===== config.mk =====
export PLATFORM = sky130hd
export DESIGN_NAME = uart_rx
export DESIGN_NICKNAME = d
export VERILOG_FILES = /design/src/rtl/uart_rx.sv
export SDC_FILE = /design/constraint.sdc
export NUM_CORES = 1
export LEC_CHECK = 0
export ABC_AREA = 1
export CORE_MARGIN = 1
export CORE_UTILIZATION = 60
export CTS_CLUSTER_SIZE = 14
export DETAILED_ROUTE_END_ITERATION = 8
export DONT_BUFFER_PORTS = 1
export PLACE_DENSITY = 0.84
export SYNTH_ARGS = -nofsm -noshare
export SYNTH_HDL_FRONTEND = slang
export SYNTH_SLANG_ARGS = --single-unit

===== constraint.sdc =====
create_clock -name clk -period 1.9 [get_ports clk]
set_input_delay 0 -clock clk [delete_from_list [all_inputs] [get_ports clk]]
set_output_delay 0 -clock clk [all_outputs]
set_load 0.05 [all_outputs]

===== src/rtl/uart_rx.sv =====
// 16x-oversampling UART receiver: 8N/E/O with 1 or 2 stop bits, byte plus
// error flags presented on a single-entry valid/ready holding register.
module uart_rx #(
  parameter logic [7:0] OVERSAMPLE = 8'd16
) (
  input  logic        clk,
  input  logic        rst,
  input  logic [15:0] baud_div,
  input  logic        rx_i,
  input  logic [1:0]  parity,
  input  logic        stop2,
  output logic [7:0]  data_o,
  output logic        valid_o,
  input  logic        ready_i,
  output logic        parity_err_o,
  output logic        frame_err_o,
  output logic        overrun_o
);

  typedef enum logic [2:0] {IDLE, START, DATA, PAR, STOP, WAITHI} state_e;

  localparam logic [7:0] HalfM1 = OVERSAMPLE / 8'd2 - 8'd1;
  localparam logic [7:0] FullM1 = OVERSAMPLE - 8'd1;

  state_e      state_q, state_d;
  logic        rxSync1_q, rxSync2_q;
  logic [15:0] div_q, div_d;
  logic        tick;
  logic [7:0]  os_q, os_d;
  logic [2:0]  bitn_q, bitn_d;
  logic [7:0]  sh_q, sh_d;
  logic        parErr_q, parErr_d;
  logic        frmErr_q, frmErr_d;
  logic        secondStop_q, secondStop_d;
  logic [1:0]  parMode_q, parMode_d;
  logic        twoStop_q, twoStop_d;
  logic        complete;
  logic [7:0]  data_q, data_d;
  logic        valid_q, valid_d;
  logic        parErrOut_q, parErrOut_d;
  logic        frmErrOut_q, frmErrOut_d;
  logic        overrun_q, overrun_d;

  assign tick = (div_q == 16'd0);

  always_ff @(posedge clk) begin
    if (rst) begin
      state_q      <= IDLE;
      rxSync1_q    <= 1'b1;
      rxSync2_q    <= 1'b1;
      div_q        <= 16'd0;
      os_q         <= 8'd0;
      bitn_q       <= 3'd0;
      sh_q         <= 8'd0;
      parErr_q     <= 1'b0;
      frmErr_q     <= 1'b0;
      secondStop_q <= 1'b0;
      parMode_q    <= 2'd0;
      twoStop_q    <= 1'b0;
      data_q       <= 8'd0;
      valid_q      <= 1'b0;
      parErrOut_q  <= 1'b0;
      frmErrOut_q  <= 1'b0;
      overrun_q    <= 1'b0;
    end else begin
      state_q      <= state_d;
      rxSync1_q    <= rx_i;
      rxSync2_q    <= rxSync1_q;
      div_q        <= div_d;
      os_q         <= os_d;
      bitn_q       <= bitn_d;
      sh_q         <= sh_d;
      parErr_q     <= parErr_d;
      frmErr_q     <= frmErr_d;
      secondStop_q <= secondStop_d;
      parMode_q    <= parMode_d;
      twoStop_q    <= twoStop_d;
      data_q       <= data_d;
      valid_q      <= valid_d;
      parErrOut_q  <= parErrOut_d;
      frmErrOut_q  <= frmErrOut_d;
      overrun_q    <= overrun_d;
    end
  end

  // Framing settings are captured at start detection so mid-frame CSR writes cannot stall the FSM.
  always_comb begin
    state_d      = state_q;
    div_d        = tick ? baud_div : div_q - 16'd1;
    os_d         = os_q;
    bitn_d       = bitn_q;
    sh_d         = sh_q;
    parErr_d     = parErr_q;
    frmErr_d     = frmErr_q;
    secondStop_d = secondStop_q;
    parMode_d    = parMode_q;
    twoStop_d    = twoStop_q;
    complete     = 1'b0;
    if (tick) begin
      case (state_q)
        IDLE: begin
          if (!rxSync2_q) begin
            os_d      = HalfM1;
            parMode_d = parity;
            twoStop_d = stop2;
            state_d   = START;
          end
        end
        START: begin
          if (os_q != 8'd0) begin
            os_d = os_q - 8'd1;
          end else if (!rxSync2_q) begin
            os_d         = FullM1;
            bitn_d       = 3'd0;
            parErr_d     = 1'b0;
            frmErr_d     = 1'b0;
            secondStop_d = 1'b0;
            state_d      = DATA;
          end else begin
            state_d = IDLE;
          end
        end
        DATA: begin
          if (os_q != 8'd0) begin
            os_d = os_q - 8'd1;
          end else begin
            sh_d   = {rxSync2_q, sh_q[7:1]};
            os_d   = FullM1;
            bitn_d = bitn_q + 3'd1;
            if (bitn_q == 3'd7)
              state_d = (parMode_q == 2'd1 || parMode_q == 2'd2) ? PAR : STOP;
          end
        end
        PAR: begin
          if (os_q != 8'd0) begin
            os_d = os_q - 8'd1;
          end else begin
            if (parMode_q == 2'd2) parErr_d = (rxSync2_q != ~^sh_q);
            else                   parErr_d = (rxSync2_q != ^sh_q);
            os_d    = FullM1;
            state_d = STOP;
          end
        end
        STOP: begin
          if (os_q != 8'd0) begin
            os_d = os_q - 8'd1;
          end else begin
            frmErr_d = frmErr_q | ~rxSync2_q;
            if (twoStop_q && !secondStop_q) begin
              secondStop_d = 1'b1;
              os_d         = FullM1;
            end else begin
              complete = 1'b1;
              state_d  = frmErr_d ? WAITHI : IDLE;
            end
          end
        end
        WAITHI: begin
          if (rxSync2_q) state_d = IDLE;
        end
        default: state_d = IDLE;
      endcase
    end
  end

  // A completed byte loads only if the holding register is empty or being drained this clk.
  always_comb begin
    data_d      = data_q;
    valid_d     = valid_q;
    parErrOut_d = parErrOut_q;
    frmErrOut_d = frmErrOut_q;
    overrun_d   = 1'b0;
    if (valid_q && ready_i) valid_d = 1'b0;
    if (complete) begin
      if (!valid_q || ready_i) begin
        data_d      = sh_q;
        parErrOut_d = parErr_q;
        frmErrOut_d = frmErr_d;
        valid_d     = 1'b1;
      end else begin
        overrun_d = 1'b1;
      end
    end
  end

  assign data_o       = data_q;
  assign valid_o      = valid_q;
  assign parity_err_o = parErrOut_q;
  assign frame_err_o  = frmErrOut_q;
  assign overrun_o    = overrun_q;

endmodule


==> impl_results.html <==
<table>
<tr><th>Metric</th><th>Value</th></tr>
<tr><th colspan="2">Status</th></tr>
<tr><td>Outcome</td><td>completed</td></tr>
<tr><th colspan="2">GRT</th></tr>
<tr><td>Number of global-route vias before repair</td><td>3176</td></tr>
<tr><td>GR Util All Layers</td><td>0.323</td></tr>
<tr><td>Largest net degree at the start of global routing</td><td>27</td></tr>
<tr><td>Global-route wire length before repair</td><td>roughly 14 mm</td></tr>
<tr><td>Antenna violations before repair</td><td>0</td></tr>
<tr><td>Grt total ovfl</td><td>0</td></tr>
<tr><th colspan="2">Pwr</th></tr>
<tr><td>Pwr dens</td><td>approximately 1300 nW/um^2</td></tr>
<tr><td>Design Power</td><td>roughly 5000 uW</td></tr>
<tr><td>Leak Pwr</td><td>0.00176 uW</td></tr>
<tr><td>Max rail drop VDD</td><td>0.000834 V</td></tr>
<tr><th colspan="2">Clocking</th></tr>
<tr><td>TritonCTS clock tree</td><td>yes</td></tr>
<tr><td>Count of clock tree sinks</td><td>just under 60</td></tr>
<tr><td>H-tree levels</td><td>3</td></tr>
<tr><td>Bufs on Longest Clock Path</td><td>2</td></tr>
<tr><td>CTS root buffer</td><td>clkbuf_8</td></tr>
<tr><td>Clock transition at the registers of the reported paths</td><td>0.07 ns</td></tr>
<tr><td>Insertion delay to the later sink of the worst-skew pair</td><td>0.36 ns</td></tr>
<tr><td>CTS Buf Count</td><td>9</td></tr>
<tr><th colspan="2">Setup path</th></tr>
<tr><td>Maximum net fanout on the critical path</td><td>6</td></tr>
<tr><td>Reg2reg path depth</td><td>9</td></tr>
<tr><td>Worst path arrival time</td><td>2.10 ns</td></tr>
<tr><td>Worst setup EP type</td><td>flop</td></tr>
<tr><td>Worst Setup Path Type</td><td>reg2reg</td></tr>
<tr><td>Sort of element at the start of the critical path</td><td>flop</td></tr>
<tr><td>CP required</td><td>2.12 ns</td></tr>
<tr><td>Reg2reg end</td><td>div_q[0]$_SDFF_PP0_</td></tr>
<tr><td>Reg2reg start</td><td>div_q[0]$_SDFF_PP0_</td></tr>
<tr><td>Setup slack of the worst register-to-register path</td><td>0.02 ns</td></tr>
<tr><th colspan="2">Routing</th></tr>
<tr><td>Post-DRT Antenna Nets</td><td>0</td></tr>
<tr><td>Wire length per cell</td><td>16.3 um</td></tr>
<tr><td>DRC violations left</td><td>0</td></tr>
<tr><td>1st-iter DRT viols</td><td>approximately 350</td></tr>
<tr><td>Iteration count of the initial detailed-routing pass</td><td>5</td></tr>
<tr><td>Total number of vias</td><td>3476</td></tr>
<tr><td>Total wire length after detailed routing</td><td>9.63 mm</td></tr>
<tr><td>Via density per instance</td><td>5.88</td></tr>
<tr><th colspan="2">Synthesis</th></tr>
<tr><td>Compound-cell area share of the yosys netlist</td><td>0.150</td></tr>
<tr><td>Combinational family with the most area after synthesis</td><td>simple AND/OR/NAND/NOR gates</td></tr>
<tr><td>Post-Syn Area per Cell</td><td>around 6.8 um^2</td></tr>
<tr><td>Main area contributors after synthesis</td><td>dfxtp_1 36%, nand2_1 10%, nor2_1 8.9%</td></tr>
<tr><td>Post-Synthesis Cell Area</td><td>roughly 3200 um^2</td></tr>
<tr><td>Main synth FF type</td><td>dfxtp_1</td></tr>
<tr><td>Number of flops mapped to enable cells by yosys</td><td>0</td></tr>
<tr><td>Multiplexer share of the synthesized area</td><td>0</td></tr>
<tr><td>Yosys warning total</td><td>0</td></tr>
<tr><td>Adder and majority gate portion of the synthesized area</td><td>0.0271</td></tr>
<tr><td>Number of distinct library cells after synthesis</td><td>33</td></tr>
<tr><td>Total of flip-flops plus latches after synthesis</td><td>58</td></tr>
<tr><td>Proportion of register bits with asynchronous set or reset after synthesis</td><td>0</td></tr>
<tr><td>Dominant cell by count in the synthesized netlist</td><td>nand2_1</td></tr>
<tr><td>Xor and xnor fraction of the mapped netlist area</td><td>0.0298</td></tr>
<tr><td>Area share of the leading cell type in the synthesized netlist</td><td>0.359</td></tr>
<tr><td>Top cell type by total area after synthesis</td><td>dfxtp_1</td></tr>
<tr><td>Most frequent cells after synthesis</td><td>88 x nand2_1, 77 x nor2_1, 60 x inv_1, 58 x dfxtp_1, 49 x o21ai_0</td></tr>
<tr><td>Mapped Nets</td><td>~510</td></tr>
<tr><td>Simple-Gate Fraction of Synth Area</td><td>0.342</td></tr>
<tr><td>Portion of the post-synthesis area used by sequential elements</td><td>0.359</td></tr>
<tr><td>Number of instances in the synthesized netlist</td><td>477</td></tr>
<tr><th colspan="2">STA</th></tr>
<tr><td>Setup Skew</td><td>0.0174 ns</td></tr>
<tr><td>Final period utilization</td><td>0.989</td></tr>
<tr><td>Minimum setup slack in the final design</td><td>0.0207 ns</td></tr>
<tr><td>Transition at the pin with the smallest max-transition slack</td><td>0.640 ns</td></tr>
<tr><td>Final Critical Period</td><td>1.88 ns</td></tr>
<tr><td>Rel. slew slack</td><td>0.572</td></tr>
<tr><td>Aggregate negative setup slack</td><td>0 ns</td></tr>
<tr><td>Peak Freq</td><td>532 MHz</td></tr>
<tr><td>Final hold viol count</td><td>0</td></tr>
<tr><td>Pins Over Slew Limit</td><td>0</td></tr>
<tr><td>Final count of negative-setup-slack endpoints</td><td>0</td></tr>
<tr><th colspan="2">Finish</th></tr>
<tr><td>ANT cells</td><td>0</td></tr>
<tr><td>Cell area after layout</td><td>3920 um^2</td></tr>
<tr><td>Share of cells above drive strength 1</td><td>0.140</td></tr>
<tr><td>Post-layout nets</td><td>546</td></tr>
<tr><td>Area added between synthesis and finish</td><td>21.2%</td></tr>
<tr><th colspan="2">Hold path</th></tr>
<tr><td>Worst Hold Launch</td><td>rst</td></tr>
<tr><td>Worst hold endpoint</td><td>os_q[1]$_SDFFE_PP0P_</td></tr>
<tr><td>Hold Path Class</td><td>in2reg</td></tr>
<tr><td>Hold path depth</td><td>3</td></tr>
<tr><th colspan="2">Job</th></tr>
<tr><td>Number of max-capacitance violations reported</td><td>0</td></tr>
<tr><th colspan="2">Place</th></tr>
<tr><td>Post-place setup slack</td><td>0.137 ns</td></tr>
<tr><td>Port buffer count</td><td>0</td></tr>
<tr><td>Final RePlAce weighted congestion</td><td>0.940</td></tr>
<tr><td>HPWL after detailed placement</td><td>approximately 5.5 mm</td></tr>
<tr><td>Instance area after placement</td><td>~3300 um^2</td></tr>
<tr><th colspan="2">Floorplan</th></tr>
<tr><td>Core Rows</td><td>26</td></tr>
<tr><td>Horiz. Die Dim</td><td>75.5 um</td></tr>
<tr><td>Effective utilization at floorplan</td><td>0.630</td></tr>
<tr><td>Core Area</td><td>5140 um^2</td></tr>
<tr><td>Number of top-level pins</td><td>35</td></tr>
<tr><td>Floorplan die area</td><td>around 5700 um^2</td></tr>
<tr><td>Die Ht</td><td>75.5 um</td></tr>
</table>
worst max-delay path: stages, from the launching register on:
cell,delay (ns)
dfxtp_1,0.35
inv_2,0.09
ha_2,0.18
inv_1,0.06
nor2_2,0.07
nand4_1,0.15
nor2_4,0.28
clkinvlp_4,0.22
o21ai_1,0.24
a21oi_1,0.09
what timing repair did:
item | CTS | global route
setup buffers | 0 | 7
endpoints found under the hold margin | 32 | 0
gates resized for setup | 0 | 26
endpoints found under the setup margin | 0 | 38
hold buffers | 22 | 0
per-layer routing:
metal	global-route usage	part of all wire	routed length (um)	up-vias
met4	0.177	0.041	391	0
met1	0.334	0.37	3600	1601
met5	0	0	0	-
li1	-	-	-	1622
met2	0.575	0.50	4820	208
met3	0.108	0.085	816	45
worst max path at each step:
stage / start / endpoint / slack [ns] / depth (start not counted)
floorplan: os_q[0]$_SDFFE_PP0P_ / data_o[6]$_SDFFE_PP0P_ / 0.34 / 9
global placement: div_q[0]$_SDFF_PP0_ / div_q[1]$_SDFF_PP0_ / 0.18 / 9
detailed placement: div_q[0]$_SDFF_PP0_ / data_o[3]$_SDFFE_PP0P_ / 0.14 / 10
CTS: div_q[0]$_SDFF_PP0_ / data_o[3]$_SDFFE_PP0P_ / 0.1 / 10
global route: div_q[2]$_SDFF_PP0_ / div_q[9]$_SDFF_PP0_ / -0.13 / 8
finish: div_q[0]$_SDFF_PP0_ / div_q[0]$_SDFF_PP0_ / 0.02 / 9
layout by cell type (no fill, tap or decap), types with 2 or more instances in the layout:
cell type and instances:
a21oi_1 25, a21oi_2 2, a31oi_1 4, buf_4 12, buf_6 2, bufinv_16 2, clkbuf_8 12, clkinvlp_4 2
dfxtp_1 58, dlygate4sd3_1 22, ha_1 6, inv_1 57, inv_2 3, nand2_1 87, nand2_2 3, nand3_1 32
nand3_2 3, nand3b_4 2, nand4_1 6, nor2_1 74, nor2_2 6, nor2_4 9, nor3_1 7, nor3_4 2
o211ai_1 3, o21ai_0 43, o21ai_1 8, o21ai_2 4, o21bai_1 2, or2_2 2, xnor2_1 5, xor2_1 6
power breakdown:
part	total [uW]	internal [uW]	switching (uW)
clock	1360	843	519
combinational	2090	722	1370
sequential	1600	1380	212
cell families after synthesis:
kind of cell,Yosys count
buf+inv,73
simple gates,236
xor+xnor,11
compound gates,92
fa+ha+maj,7
flops,58
through the flow:
stage | hold slack (ns) | utilization | cells
2_1_floorplan | 0.0793 | - | 477
3_3_place_gp | 0.0661 | 0.645 | 543
3_5_place_dp | 0.0686 | 0.645 | 543
4_1_cts | 0.121 | 0.734 | 581
5_1_grt | 0.232 | 0.763 | 591
6_report | 0.174 | 0.763 | 591
area by class of cell:
class                      count  area [um^2]
clock buffer                  12          165
clock inverter                 4         72.6
fill                         375         1220
inverter                      62          239
multi-input combinational    348         1860
sequential                    58         1160
tap                           70         87.6
timing repair buffer          36          333
timing repair inverter         1         5.00
flip-flops by register name (all words and copies together), names as in the netlist, 2 cells and up:
name / cells
div_q: 16
data_o: 8
os_q: 8
sh_q: 8
bitn_q: 3
state_q: 3
parMode_q: 2
(Power assumes the default switching activity.)
